==> config.mk <==
export PLATFORM = sky130hd
export DESIGN_NAME = id_ex_stage
export DESIGN_NICKNAME = d
export VERILOG_FILES = /design/src/rtl/id_ex_stage.sv
export SDC_FILE = /design/constraint.sdc
export NUM_CORES = 1
export LEC_CHECK = 0
export BUFFER_PORTS_ARGS = -buffer_cell sky130_fd_sc_hd__buf_2
export CAP_MARGIN = 10
export CORE_ASPECT_RATIO = 0.8
export CORE_MARGIN = 5
export CORE_UTILIZATION = 50
export DETAILED_ROUTE_END_ITERATION = 10
export HOLD_SLACK_MARGIN = 0.15
export PLACE_DENSITY = 0.81
export SKIP_LAST_GASP = 1
export SLEW_MARGIN = 25
export SYNTH_ARGS = -nofsm -noshare
export SYNTH_HDL_FRONTEND = slang
export SYNTH_SLANG_ARGS = --single-unit
==> constraint.sdc <==
create_clock -name clk -period 1.97 [get_ports clk]
set_input_delay 0.2955 -clock clk [delete_from_list [all_inputs] [get_ports clk]]
set_output_delay 0.2955 -clock clk [all_outputs]
set_load 0.005 [all_outputs]
==> src/rtl/id_ex_stage.sv <==
// id_ex_stage: ID/EX pipeline register with load-use hazard detection; ID_EX_PERF_CNT_EN adds bubble/flush counters.
module id_ex_stage #(
  parameter int XLEN = 32,
  parameter int REGW = 5
) (
  input  logic            clk,
  input  logic            rst_n,
  input  logic            id_valid,
  input  logic            id_jalr,
  input  logic            id_jal,
  input  logic            id_branch,
  input  logic            id_memread,
  input  logic            id_memtoreg,
  input  logic            id_memwrite,
  input  logic            id_alusrc,
  input  logic            id_regwrite,
  input  logic [1:0]      id_aluop,
  input  logic [3:0]      id_funct,
  input  logic [XLEN-1:0] id_pc,
  input  logic [XLEN-1:0] id_rs1_data,
  input  logic [XLEN-1:0] id_rs2_data,
  input  logic [XLEN-1:0] id_imm,
  input  logic [REGW-1:0] id_rs1,
  input  logic [REGW-1:0] id_rs2,
  input  logic [REGW-1:0] id_rd,
  input  logic            flush,
  input  logic            mem_stall,
  output logic            ex_valid,
  output logic            ex_jalr,
  output logic            ex_jal,
  output logic            ex_branch,
  output logic            ex_memread,
  output logic            ex_memtoreg,
  output logic            ex_memwrite,
  output logic            ex_alusrc,
  output logic            ex_regwrite,
  output logic [1:0]      ex_aluop,
  output logic [3:0]      ex_funct,
  output logic [XLEN-1:0] ex_pc,
  output logic [XLEN-1:0] ex_rs1_data,
  output logic [XLEN-1:0] ex_rs2_data,
  output logic [XLEN-1:0] ex_imm,
  output logic [REGW-1:0] ex_rs1,
  output logic [REGW-1:0] ex_rs2,
  output logic [REGW-1:0] ex_rd,
  output logic            hazard_stall,
  output logic [15:0]     bubble_cnt,
  output logic [15:0]     flush_cnt
);
  typedef struct packed {
    logic            valid, jalr, jal, branch, memread, memtoreg, memwrite, alusrc, regwrite;
    logic [1:0]      aluop;
    logic [3:0]      funct;
    logic [XLEN-1:0] pc, rs1_data, rs2_data, imm;
    logic [REGW-1:0] rs1, rs2, rd;
  } stage_t;
  stage_t id, ex;
  logic uses_rs1, uses_rs2, load_use;
  assign id = {id_valid, id_jalr, id_jal, id_branch, id_memread, id_memtoreg, id_memwrite, id_alusrc,
               id_regwrite, id_aluop, id_funct, id_pc, id_rs1_data, id_rs2_data, id_imm, id_rs1, id_rs2, id_rd};
  assign {ex_valid, ex_jalr, ex_jal, ex_branch, ex_memread, ex_memtoreg, ex_memwrite, ex_alusrc,
          ex_regwrite, ex_aluop, ex_funct, ex_pc, ex_rs1_data, ex_rs2_data, ex_imm, ex_rs1, ex_rs2, ex_rd} = ex;
  assign uses_rs1 = !id_jal;
  assign uses_rs2 = (!id_alusrc && !id_jal) || id_memwrite;
  assign load_use = id_valid && ex.valid && ex.memread && ex.rd != '0 &&
                    ((ex.rd == id_rs1 && uses_rs1) || (ex.rd == id_rs2 && uses_rs2));
  assign hazard_stall = load_use && !flush;
  always_ff @(posedge clk or negedge rst_n)
    if (!rst_n) ex <= '0;
    else if (!mem_stall) ex <= (flush || load_use) ? '0 : id;
`ifdef ID_EX_PERF_CNT_EN
  always_ff @(posedge clk or negedge rst_n)
    if (!rst_n) begin
      bubble_cnt <= '0;
      flush_cnt  <= '0;
    end else if (!mem_stall) begin
      bubble_cnt <= bubble_cnt + {15'd0, hazard_stall && bubble_cnt != 16'hFFFF};
      flush_cnt  <= flush_cnt + {15'd0, flush && flush_cnt != 16'hFFFF};
    end
`else
  assign bubble_cnt = 16'h0000;
  assign flush_cnt  = 16'h0000;
`endif
endmodule

==> impl_metrics.py, run 1 <==
metrics = {
    "clocking": {
        "clockBufferDepth": 2,
        "cts_htree_levels": 4,
        "cts.sinks": 158,
        "cts-buffers-inserted": 17,
        "cts-root-buf": "clkbuf_16",
        "source_to_sink_clock_delay_at_the_later_pin_of_the_worst_skew_pair_ps": 410,
        "cts_tree": "yes",
        "path_clk_slew_ps": 70,
    },
    "floorplan": {
        "fp.dieArea_mm2": 0.0217,
        "core_region_area_mm2": 0.0187,
        "die_y_um": 133,
        "initial_core_util": 0.503,
        "die_x_extent_um": 164,
        "floorplan.io_pins": 353,
        "core.rowCount": 45,
    },
    "power_and_ir_drop": {
        "swShare": 0.290,
        "power_leakage_nw": 5.20,
        "power.clock.fraction": 0.352,
        "p_seq_frac": 0.421,
        "max-vdd-ir-drop_mv": 0.472,
        "post-layout-total-power_mw": 9.31,
        "power.combinational.fraction": 0.226,
        "p_per_area_mw_per_mm2": 771,
        "p_int_mw": 6.61,
        "netSwitchingPower_mw": 2.70,
    },
    "sta": {
        "setup_repair_after_global_routing_missed_its_margin": "yes",
        "finalSetupViolations": 74,
        "fin_crit_ps": 2190,
        "post-route-period-util": 1.11,
        "finalClockSkew_ps": 12.4,
        "final-hold-violation-count": 0,
        "final.setup.tns_ps": -2250,
        "drv_slew": 0,
        "final_setup_margin_ps": -216,
        "peak_freq_mhz": 457,
    },
    "detailed_routing": {
        "routed-via-count": 8767,
        "drc": 0,
        "route.final.wire_length_mm": 28.7,
        "wire_per_inst_um": 19.1,
        "detail-route-antenna-nets": 0,
        "drt-pass1-iter-count": 5,
        "drt_iter0_markers": 826,
        "drt-vias-per-instance": 5.84,
    },
    "critical_path": {
        "critical_path_required_ps": 1670,
        "critPathKind": "flop to output port",
        "worst_r2r_path_depth": 7,
        "worstPathArrival_ps": 1890,
        "timing.critical_path.buf_inv": 2,
        "reg2reg_slack_ps": -70,
        "critical-path-max-stage-delay_ps": 440,
        "critical_path.startpoint_type": "flop",
        "critical_path_slowest_stage_cell": "dfrtp_2",
        "worstReg2RegStart": "ex_rd[4]",
        "cpLargestDelayFamily": "flip-flops",
        "cp_cell_sequence": "buf_4, xnor2_1, nand4_1, o32ai_4, nor3b_2, buf_2",
        "worst_setup_path_end_kind": "output port",
        "critical_path_peak_fanout": 4,
        "cp_num_cells": 6,
        "reg2reg_to": "ex_funct[2]",
    },
    "global_route": {
        "grt_antenna_before_repair": 1,
        "via_count_of_the_first_global_routing_pass": 8324,
        "gr-usage-all-layers": 0.243,
        "grt_pass1_wl_mm": 43.4,
        "globalRoute.totalOverflow": 0,
        "largest_net_degree_at_the_start_of_global_routing": 99,
    },
    "min_path": {
        "min-delay-start": "id_rs1_data[22]",
        "hold_path_depth": 3,
        "holdPathEnd": "ex_rs1_data[22]",
        "timing.hold.worst.class": "primary input to flop",
    },
    "finish": {
        "final_area_mm2": 0.0121,
        "leading_cell_types_in_the_layout_fill_and_taps_excluded": "317 x buf_2, 158 x or3b_2, 158 x nor3b_1, 158 x a22oi_1, 155 x dfrtp_1",
        "filler_cell_count": 1554,
        "synthToLayoutAreaGrowth_pct": 28.0,
        "fin_nets": 1391,
        "drive_above_1_share": 0.456,
        "final_common_cell": "buf_2",
    },
    "yosys": {
        "number_of_warnings_issued_by_yosys": 0,
        "synth_area_mm2": 0.00943,
        "synthesis.instances": 964,
        "sequential_element_share_of_the_synthesized_area": 0.419,
        "ys_ff_latch": 158,
        "syn-mean-instance-area_um2": 9.79,
        "yosys.cell_types.count": 21,
    },
    "placement": {
        "preCtsSetupSlack_ps": -11.1,
        "gpl.final_weighted_congestion": 0.839,
        "placement.io_buffers": 320,
        "dpl-instance-area_mm2": 0.0112,
        "dp_hpwl_mm": 18.7,
    },
    "outcome": {
        "violations": "negative setup slack",
        "status": "finished with violations",
    },
    "job": {
        "maxCapViolations": 0,
    },
}
[tightest hold or removal path, delay by kind of cell]
family	cells	cell delay [ps]
compound gates	1	50
buf+inv	1	100
simple gates	1	180
[how the worst max path moves through the flow]
stage,endpoint,start,slack (ps)
after floorplan,hazard_stall,ex_rd[2],170
after global placement,ex_rs2_data[25],ex_rd[4],30
after detailed placement,ex_rs1_data[6],ex_rd[1],-10
after CTS,hazard_stall,ex_rd[4],-170
after global routing,hazard_stall,ex_rd[2],-290
final,hazard_stall,ex_rd[2],-220
[cell usage after synthesis, drive strengths merged]
cell	n	area [um^2]
o21ai	160	805
nor3b	159	1190
a22oi	158	1190
dfrtp	158	3950
or3b	158	1380
clkbuf	87	329
buf	67	445
xnor2	9	78.8
nand4	2	12.5
and3	1	6.26
conb	1	3.75
nor2	1	3.75
o32ai	1	16.3
or4	1	7.51
xor2	1	8.76
[layer usage]
layer | wire length, um | share of wire | vias to the layer above | global-route usage
li1 | - | - | 4078 | -
met4 | 614 | 0.021 | 0 | 0.0834
met5 | 0 | 0 | - | 0
met1 | 11800 | 0.41 | 4327 | 0.316
met3 | 1850 | 0.065 | 46 | 0.0495
met2 | 14500 | 0.50 | 316 | 0.405
[through the flow]
step | cells | util | hold slack [ps]
after floorplan | 995 | - | -0.0911
after global placement | 1450 | 0.597 | 250
after detailed placement | 1450 | 0.597 | 256
after CTS | 1493 | 0.636 | 214
after global routing | 1500 | 0.644 | 224
final | 1500 | 0.644 | 239
[kinds of logic after synthesis]
kind of cell | after synthesis | synth area share
and+or+nand+nor | 322 | 0.276
AOI/OAI and AO/OA | 319 | 0.213
DFF | 158 | 0.419
buffers and inverters | 154 | 0.0821
xor gates and xnor gates | 10 | 0.00928
other | 1 | 0.000397
[power groups by stage]
stage                     sequential, mW  combinational, mW  clock [mW]
after floorplan                     3.97               1.04           0
after global placement              3.96               1.93           0
after detailed placement            3.97               1.99           0
after CTS                           3.91               2.06        3.35
after global routing                3.97               2.31        3.49
final                               3.92               2.11        3.28
[state kept, by name, indices dropped and copies added (netlist names), 2 cells and up]
register,count
ex_aluop,2
ex_rs2_data,32
ex_imm,32
ex_rs1,5
ex_rs1_data,32
ex_rs2,5
ex_pc,32
ex_funct,4
ex_rd,5
[repair_timing]
action	4_1_cts	5_1_grt
resized for setup	8	7
endpoints found under the hold margin	40	0
cloned	1	5
buffers inserted	10	1
pin swaps	5	3
hold buffers	1	0
setup endpoints to repair	10	154
[cell type report]
type | count | area (um^2) | area share
multi-input cells | 683 | 4870 | 0.404
flip-flops and latches | 158 | 3960 | 0.328
repair buffers | 369 | 2340 | 0.194
clock buffers | 19 | 443 | 0.0367
well taps | 258 | 323 | 0.0267
clock inverters | 12 | 135 | 0.0112
diodes | 1 | 2.50 | 0.000207
(Power assumes the default switching activity.)
==> inputs of run 2 (changes only) <==
ABC_AREA = 1   (was unset)
CORE_UTILIZATION = 48   (was 50)
==> impl_metrics.py, run 2 <==
metrics = {
    "outcome": {
        "status": "finished clean",
    },
    "yosys": {
        "ys_ff_latch": 158,
        "synth.area.top_cells": "dfrtp_1 49%, nand2_1 16%, nand3_1 8.7%",
        "post_synth_xor_area_fraction": 0,
        "yosys-top-cells-count": "346 x nand2_1, 169 x nor2_1, 161 x inv_1",
        "synth_compound_gate_area_share": 0,
        "synthesis.instances": 1103,
        "synth-async-reset-ratio": 1.00,
        "netlist.area_leader.share": 0.492,
        "number_of_enable_type_register_cells_in_the_synthesized_netlist": 0,
        "synth_area_mm2": 0.00804,
        "post-synth-top-area-cell": "dfrtp_1",
        "yosys.cell_types.count": 16,
        "post-synth-top-count-cell": "nand2_1",
        "syn-mean-instance-area_um2": 7.29,
        "number_of_warnings_issued_by_yosys": 0,
        "ys_dominant_reg_cell": "dfrtp_1",
        "synth_adder_area_share": 0,
        "post_synth_and_or_nand_nor_area_fraction": 0.355,
        "synthMuxAreaShare": 0,
        "sequential_element_share_of_the_synthesized_area": 0.492,
        "synth_top_family_by_area": "simple AND/OR/NAND/NOR gates",
    },
    "critical_path": {
        "worstReg2RegStart": "ex_rd[0]",
        "critical_path_peak_fanout": 5,
        "worstPathArrival_ps": 1560,
        "reg2reg_to": "ex_rs1_data[15]",
        "critPathKind": "flop to output port",
        "worst_setup_path_end_kind": "output port",
        "worst_r2r_path_depth": 9,
        "critical_path_required_ps": 1670,
        "reg2reg_slack_ps": 280,
        "critical_path.startpoint_type": "flop",
    },
    "detailed_routing": {
        "wire_per_inst_um": 13.9,
        "routed-via-count": 7706,
        "drt_iter0_markers": 539,
        "drt-pass1-iter-count": 5,
        "route.final.wire_length_mm": 22.6,
        "drt-vias-per-instance": 4.74,
        "detail-route-antenna-nets": 0,
        "drc": 0,
    },
    "finish": {
        "synthToLayoutAreaGrowth_pct": 29.0,
        "leading_cell_types_in_the_layout_fill_and_taps_excluded": "345 x nand2_1, 318 x buf_2, 168 x nor2_1",
        "drive_above_1_share": 0.284,
        "fin_nets": 1555,
        "flip_flop_and_latch_area_mm2": 0.00396,
        "multiInputGateArea_mm2": 0.00299,
        "final_common_cell": "nand2_1",
        "filler_cell_count": 1436,
    },
    "global_route": {
        "globalRoute.totalOverflow": 0,
        "gr-usage-all-layers": 0.226,
        "grt_pass1_wl_mm": 36.0,
        "grt_antenna_before_repair": 2,
        "via_count_of_the_first_global_routing_pass": 7196,
        "largest_net_degree_at_the_start_of_global_routing": 79,
    },
    "clocking": {
        "source_to_sink_clock_delay_at_the_later_pin_of_the_worst_skew_pair_ps": 420,
        "cts_htree_levels": 4,
        "clockBufferDepth": 2,
        "cts-root-buf": "clkbuf_16",
        "cts.sinks": 158,
        "cts_tree": "yes",
        "cts-buffers-inserted": 17,
        "path_clk_slew_ps": 70,
    },
    "sta": {
        "hold_slack_ps": 185,
        "peak_freq_mhz": 539,
        "fin_crit_ps": 1850,
        "finalSetupViolations": 0,
        "finalClockSkew_ps": 10.6,
        "setup_repair_after_global_routing_missed_its_margin": "yes",
        "drv_slew": 0,
        "final-hold-violation-count": 0,
        "post-route-period-util": 0.941,
        "final.setup.tns_ps": 0,
    },
    "min_path": {
        "min-delay-start": "id_rs1_data[3]",
        "hold_path_depth": 5,
        "timing.hold.worst.class": "primary input to flop",
        "holdPathEnd": "ex_rs1_data[3]",
    },
    "placement": {
        "placement.io_buffers": 320,
        "dp_hpwl_mm": 16.0,
        "gpl.final_weighted_congestion": 0.940,
    },
    "power_and_ir_drop": {
        "post-layout-total-power_mw": 8.22,
        "power_leakage_nw": 6.64,
        "p_per_area_mw_per_mm2": 794,
        "max-vdd-ir-drop_mv": 0.521,
    },
    "floorplan": {
        "initial_core_util": 0.487,
        "core_region_area_mm2": 0.0165,
        "die_y_um": 126,
        "core.rowCount": 42,
        "floorplan.io_pins": 353,
        "die_x_extent_um": 155,
        "fp.dieArea_mm2": 0.0194,
    },
    "job": {
        "maxCapViolations": 0,
    },
}
[run 2: cell count changes in the layout (fill, tap and decap cells not counted), moves of 158 or more]
cell,change
inv_1,+159
nor3b_1,-158
or3b_2,-158
nor2_1,+167
a22oi_1,-158
nand2_1,+345
[run 2: worst max path at each step]
stage	startpoint	depth (start not counted)	endpoint
after floorplan	ex_rd[1]	9	hazard_stall
after global placement	ex_rd[0]	8	ex_rs2_data[23]
after detailed placement	ex_rd[0]	8	ex_rs2_data[23]
after CTS	ex_rd[3]	9	hazard_stall
after global routing	ex_rd[1]	9	hazard_stall
final	ex_rd[4]	9	hazard_stall
[run 2: through the flow]
stage / setup WS (ps) / util / instances / cell area [um^2]
floorplan: 541 / - / 1134 / 8150
detailed placement: 411 / 0.589 / 1589 / 9720
CTS: 12.7 / 0.626 / 1622 / 10300
global placement: 397 / 0.589 / 1589 / 9720
finish: 116 / 0.628 / 1626 / 10400
global route: 2.82 / 0.628 / 1626 / 10400
[run 2: kinds of logic after synthesis]
logic type,count (synthesis)
flops,158
simple gates,678
other cells,1
buf+inv,266
[run 2: area by class of cell]
| cell class | instances | share of cell area |
|---|---|---|
| inverter | 165 | 0.0600 |
| antenna | 1 | 0.000241 |
| multi-input combinational | 710 | 0.288 |
| sequential | 158 | 0.382 |
| timing repair buffer | 341 | 0.186 |
| clock inverter | 12 | 0.0157 |
| clock buffer | 19 | 0.0418 |
| tap | 220 | 0.0266 |
[run 2: layer usage]
metal  vias to the layer above  track usage  part of all wire
met4                         2       0.0711             0.017
met1                      3550        0.295              0.41
li1                       3789            -                 -
met3                        29       0.0559             0.081
met5                         -            0           0.00058
met2                       336        0.374              0.49
[run 2: where the power goes]
part           internal, mW  switching, mW
registers              3.50          0.157
clock network          2.00           1.35
logic                 0.528          0.690
[run 2: timing repair]
action                                  in CTS  in global routing
endpoints found under the hold margin       38                  0
endpoints found under the setup margin       1                  1
gates resized for setup                      0                  6
buffers inserted                             1                  3
hold buffers                                 1                  0
pin swaps                                    0                  6
[run 2: critical path, cell delays in order (launching register included)]
cell and delay, ps:
dfrtp_1 410, inv_2 70, nand2_1 60, nand2_1 50, nor2_1 90, nand3_1 90
nand2_2 100, nand2_4 80, nor2_4 80, buf_2 110
==> inputs of run 3 (changes only) <==
GPL_TIMING_DRIVEN = 0   (was unset)
HOLD_SLACK_MARGIN = 0.1   (was 0.15)
==> impl_metrics.py, run 3 (same netlist as run 2, synthesis figures left out) <==
metrics = {
    "outcome": {
        "status": "finished clean",
    },
    "sta": {
        "setup_repair_after_global_routing_missed_its_margin": "yes",
        "post-route-period-util": 0.948,
        "worst-slew-pin-transition_ps": 711,
        "finalSetupViolations": 0,
        "peak_freq_mhz": 535,
        "fin_crit_ps": 1870,
        "finalClockSkew_ps": 15.2,
        "slew_headroom": 0.526,
        "final-hold-violation-count": 0,
        "hold_slack_ps": 179,
        "final.setup.tns_ps": 0,
        "drv_slew": 0,
    },
    "clocking": {
        "clockBufferDepth": 2,
        "cts.sinks": 158,
        "source_to_sink_clock_delay_at_the_later_pin_of_the_worst_skew_pair_ps": 420,
        "cts-buffers-inserted": 17,
        "cts_htree_levels": 4,
        "path_clk_slew_ps": 70,
        "cts_tree": "yes",
        "cts-root-buf": "clkbuf_16",
    },
    "detailed_routing": {
        "drc": 0,
        "route.final.wire_length_mm": 24.7,
        "routed-via-count": 8155,
        "wire_per_inst_um": 14.5,
        "drt-vias-per-instance": 4.77,
        "detail-route-antenna-nets": 0,
        "drt-pass1-iter-count": 7,
        "drt_iter0_markers": 644,
    },
    "power_and_ir_drop": {
        "max-vdd-ir-drop_mv": 0.452,
        "netSwitchingPower_mw": 2.24,
        "p_int_mw": 5.96,
        "power.combinational.fraction": 0.157,
        "p_per_area_mw_per_mm2": 767,
        "swShare": 0.274,
        "p_seq_frac": 0.445,
        "power_leakage_nw": 6.85,
        "post-layout-total-power_mw": 8.20,
        "power.clock.fraction": 0.398,
    },
    "global_route": {
        "via_count_of_the_first_global_routing_pass": 7833,
        "grt_antenna_before_repair": 0,
        "gr-usage-all-layers": 0.250,
        "largest_net_degree_at_the_start_of_global_routing": 85,
        "grt_pass1_wl_mm": 39.6,
        "globalRoute.totalOverflow": 0,
    },
    "finish": {
        "leading_cell_types_in_the_layout_fill_and_taps_excluded": "345 x nand2_1, 326 x buf_2, 168 x nor2_1",
        "synthToLayoutAreaGrowth_pct": 33.0,
        "core_util_final": 0.648,
        "filler_cell_count": 1429,
        "drive_above_1_share": 0.291,
        "final_common_cell": "nand2_1",
        "fin_nets": 1638,
        "antennaDiodeCount": 0,
    },
    "critical_path": {
        "critical_path_required_ps": 1670,
        "worst_setup_path_end_kind": "output port",
        "critical_path.startpoint_type": "flop",
        "critPathKind": "flop to output port",
        "critical_path_peak_fanout": 5,
        "worstPathArrival_ps": 1570,
    },
    "floorplan": {
        "die_x_extent_um": 155,
        "floorplan.io_pins": 353,
        "die_y_um": 126,
        "core.rowCount": 42,
        "fp.dieArea_mm2": 0.0194,
        "core_region_area_mm2": 0.0165,
        "initial_core_util": 0.487,
    },
    "placement": {
        "gpl.final_weighted_congestion": 0.886,
        "dp_hpwl_mm": 18.4,
        "placement.io_buffers": 319,
    },
    "min_path": {
        "timing.hold.worst.class": "primary input to flop",
    },
    "job": {
        "maxCapViolations": 0,
    },
}
[run 3: cell count changes in the layout (fill, tap and decap cells not counted), sizes merged, moves of 2 or more]
cell,before,now
clkbuf,20,65
buf,339,378
clkinv,1,7
clkinvlp,5,2
inv,168,166
[run 3: layer usage]
layer	routed length, um	share of wire	up-vias	GRT usage
met5	0	0	-	0
met4	632	0.026	0	0.0789
met3	2190	0.089	49	0.0638
met2	11800	0.48	391	0.403
met1	10100	0.41	3766	0.335
li1	-	-	3949	-
[run 3: what timing repair did]
item / CTS / global route
endpoints found under the hold margin: 74 / 0
hold buffers: 1 / 0
buffers inserted: 3 / 0
setup endpoints to repair: 1 / 14
pin swaps: 1 / 3
gates resized for setup: 1 / 5
[run 3: worst paths after layout]
check | startpoint | endpoint | slack (ps) | cells past startpoint
max in group asynchronous | rst_n | ex_rs1_data[31] | 720 | 3
min in group asynchronous | rst_n | ex_imm[25] | 430 | 2
hold reg to reg | ex_jal | ex_jal | 470 | 2
setup / recovery | ex_rd[0] | hazard_stall | 100 | 9
setup reg to reg | ex_rd[0] | ex_pc[12] | 130 | 10
hold / removal | id_funct[1] | ex_funct[1] | 180 | 5
[run 3: worst max-delay path, cell delays in order (launching register included)]
cell and delay, ps:
dfrtp_1 430, inv_2 60, nand2_1 60, nand2_1 70, nor2_1 100, nand3_1 90, nand2_2 100, nand2_4 70
nor2_2 60, buf_2 110
[run 3: power by group through the flow]
stage | clock network (mW) | registers (mW) | logic, mW
6_report | 3.27 | 3.65 | 1.29
5_1_grt | 3.46 | 3.68 | 1.46
3_3_place_gp | 0 | 3.70 | 1.25
2_1_floorplan | 0 | 3.71 | 0.581
3_5_place_dp | 0 | 3.70 | 1.29
4_1_cts | 3.32 | 3.64 | 1.30
[run 3: metrics by stage]
stage          cells  setup WS (ps)  cell area [um^2]
2_1_floorplan   1134            541              8150
3_3_place_gp    1673          -1780             10000
3_5_place_dp    1674           30.3             10100
4_1_cts         1709           57.3             10700
5_1_grt         1709          -7.21             10700
6_report        1709            102             10700
[run 3: area by class of cell]
type | instances | area (um^2) | share of cell area
flip-flops and latches | 158 | 3960 | 0.370
multi-input cells | 710 | 2980 | 0.279
repair buffers | 324 | 1670 | 0.156
inverters | 165 | 619 | 0.0579
plain buffers | 100 | 607 | 0.0568
clock buffers | 20 | 447 | 0.0418
well taps | 220 | 275 | 0.0257
clock inverters | 12 | 138 | 0.0129
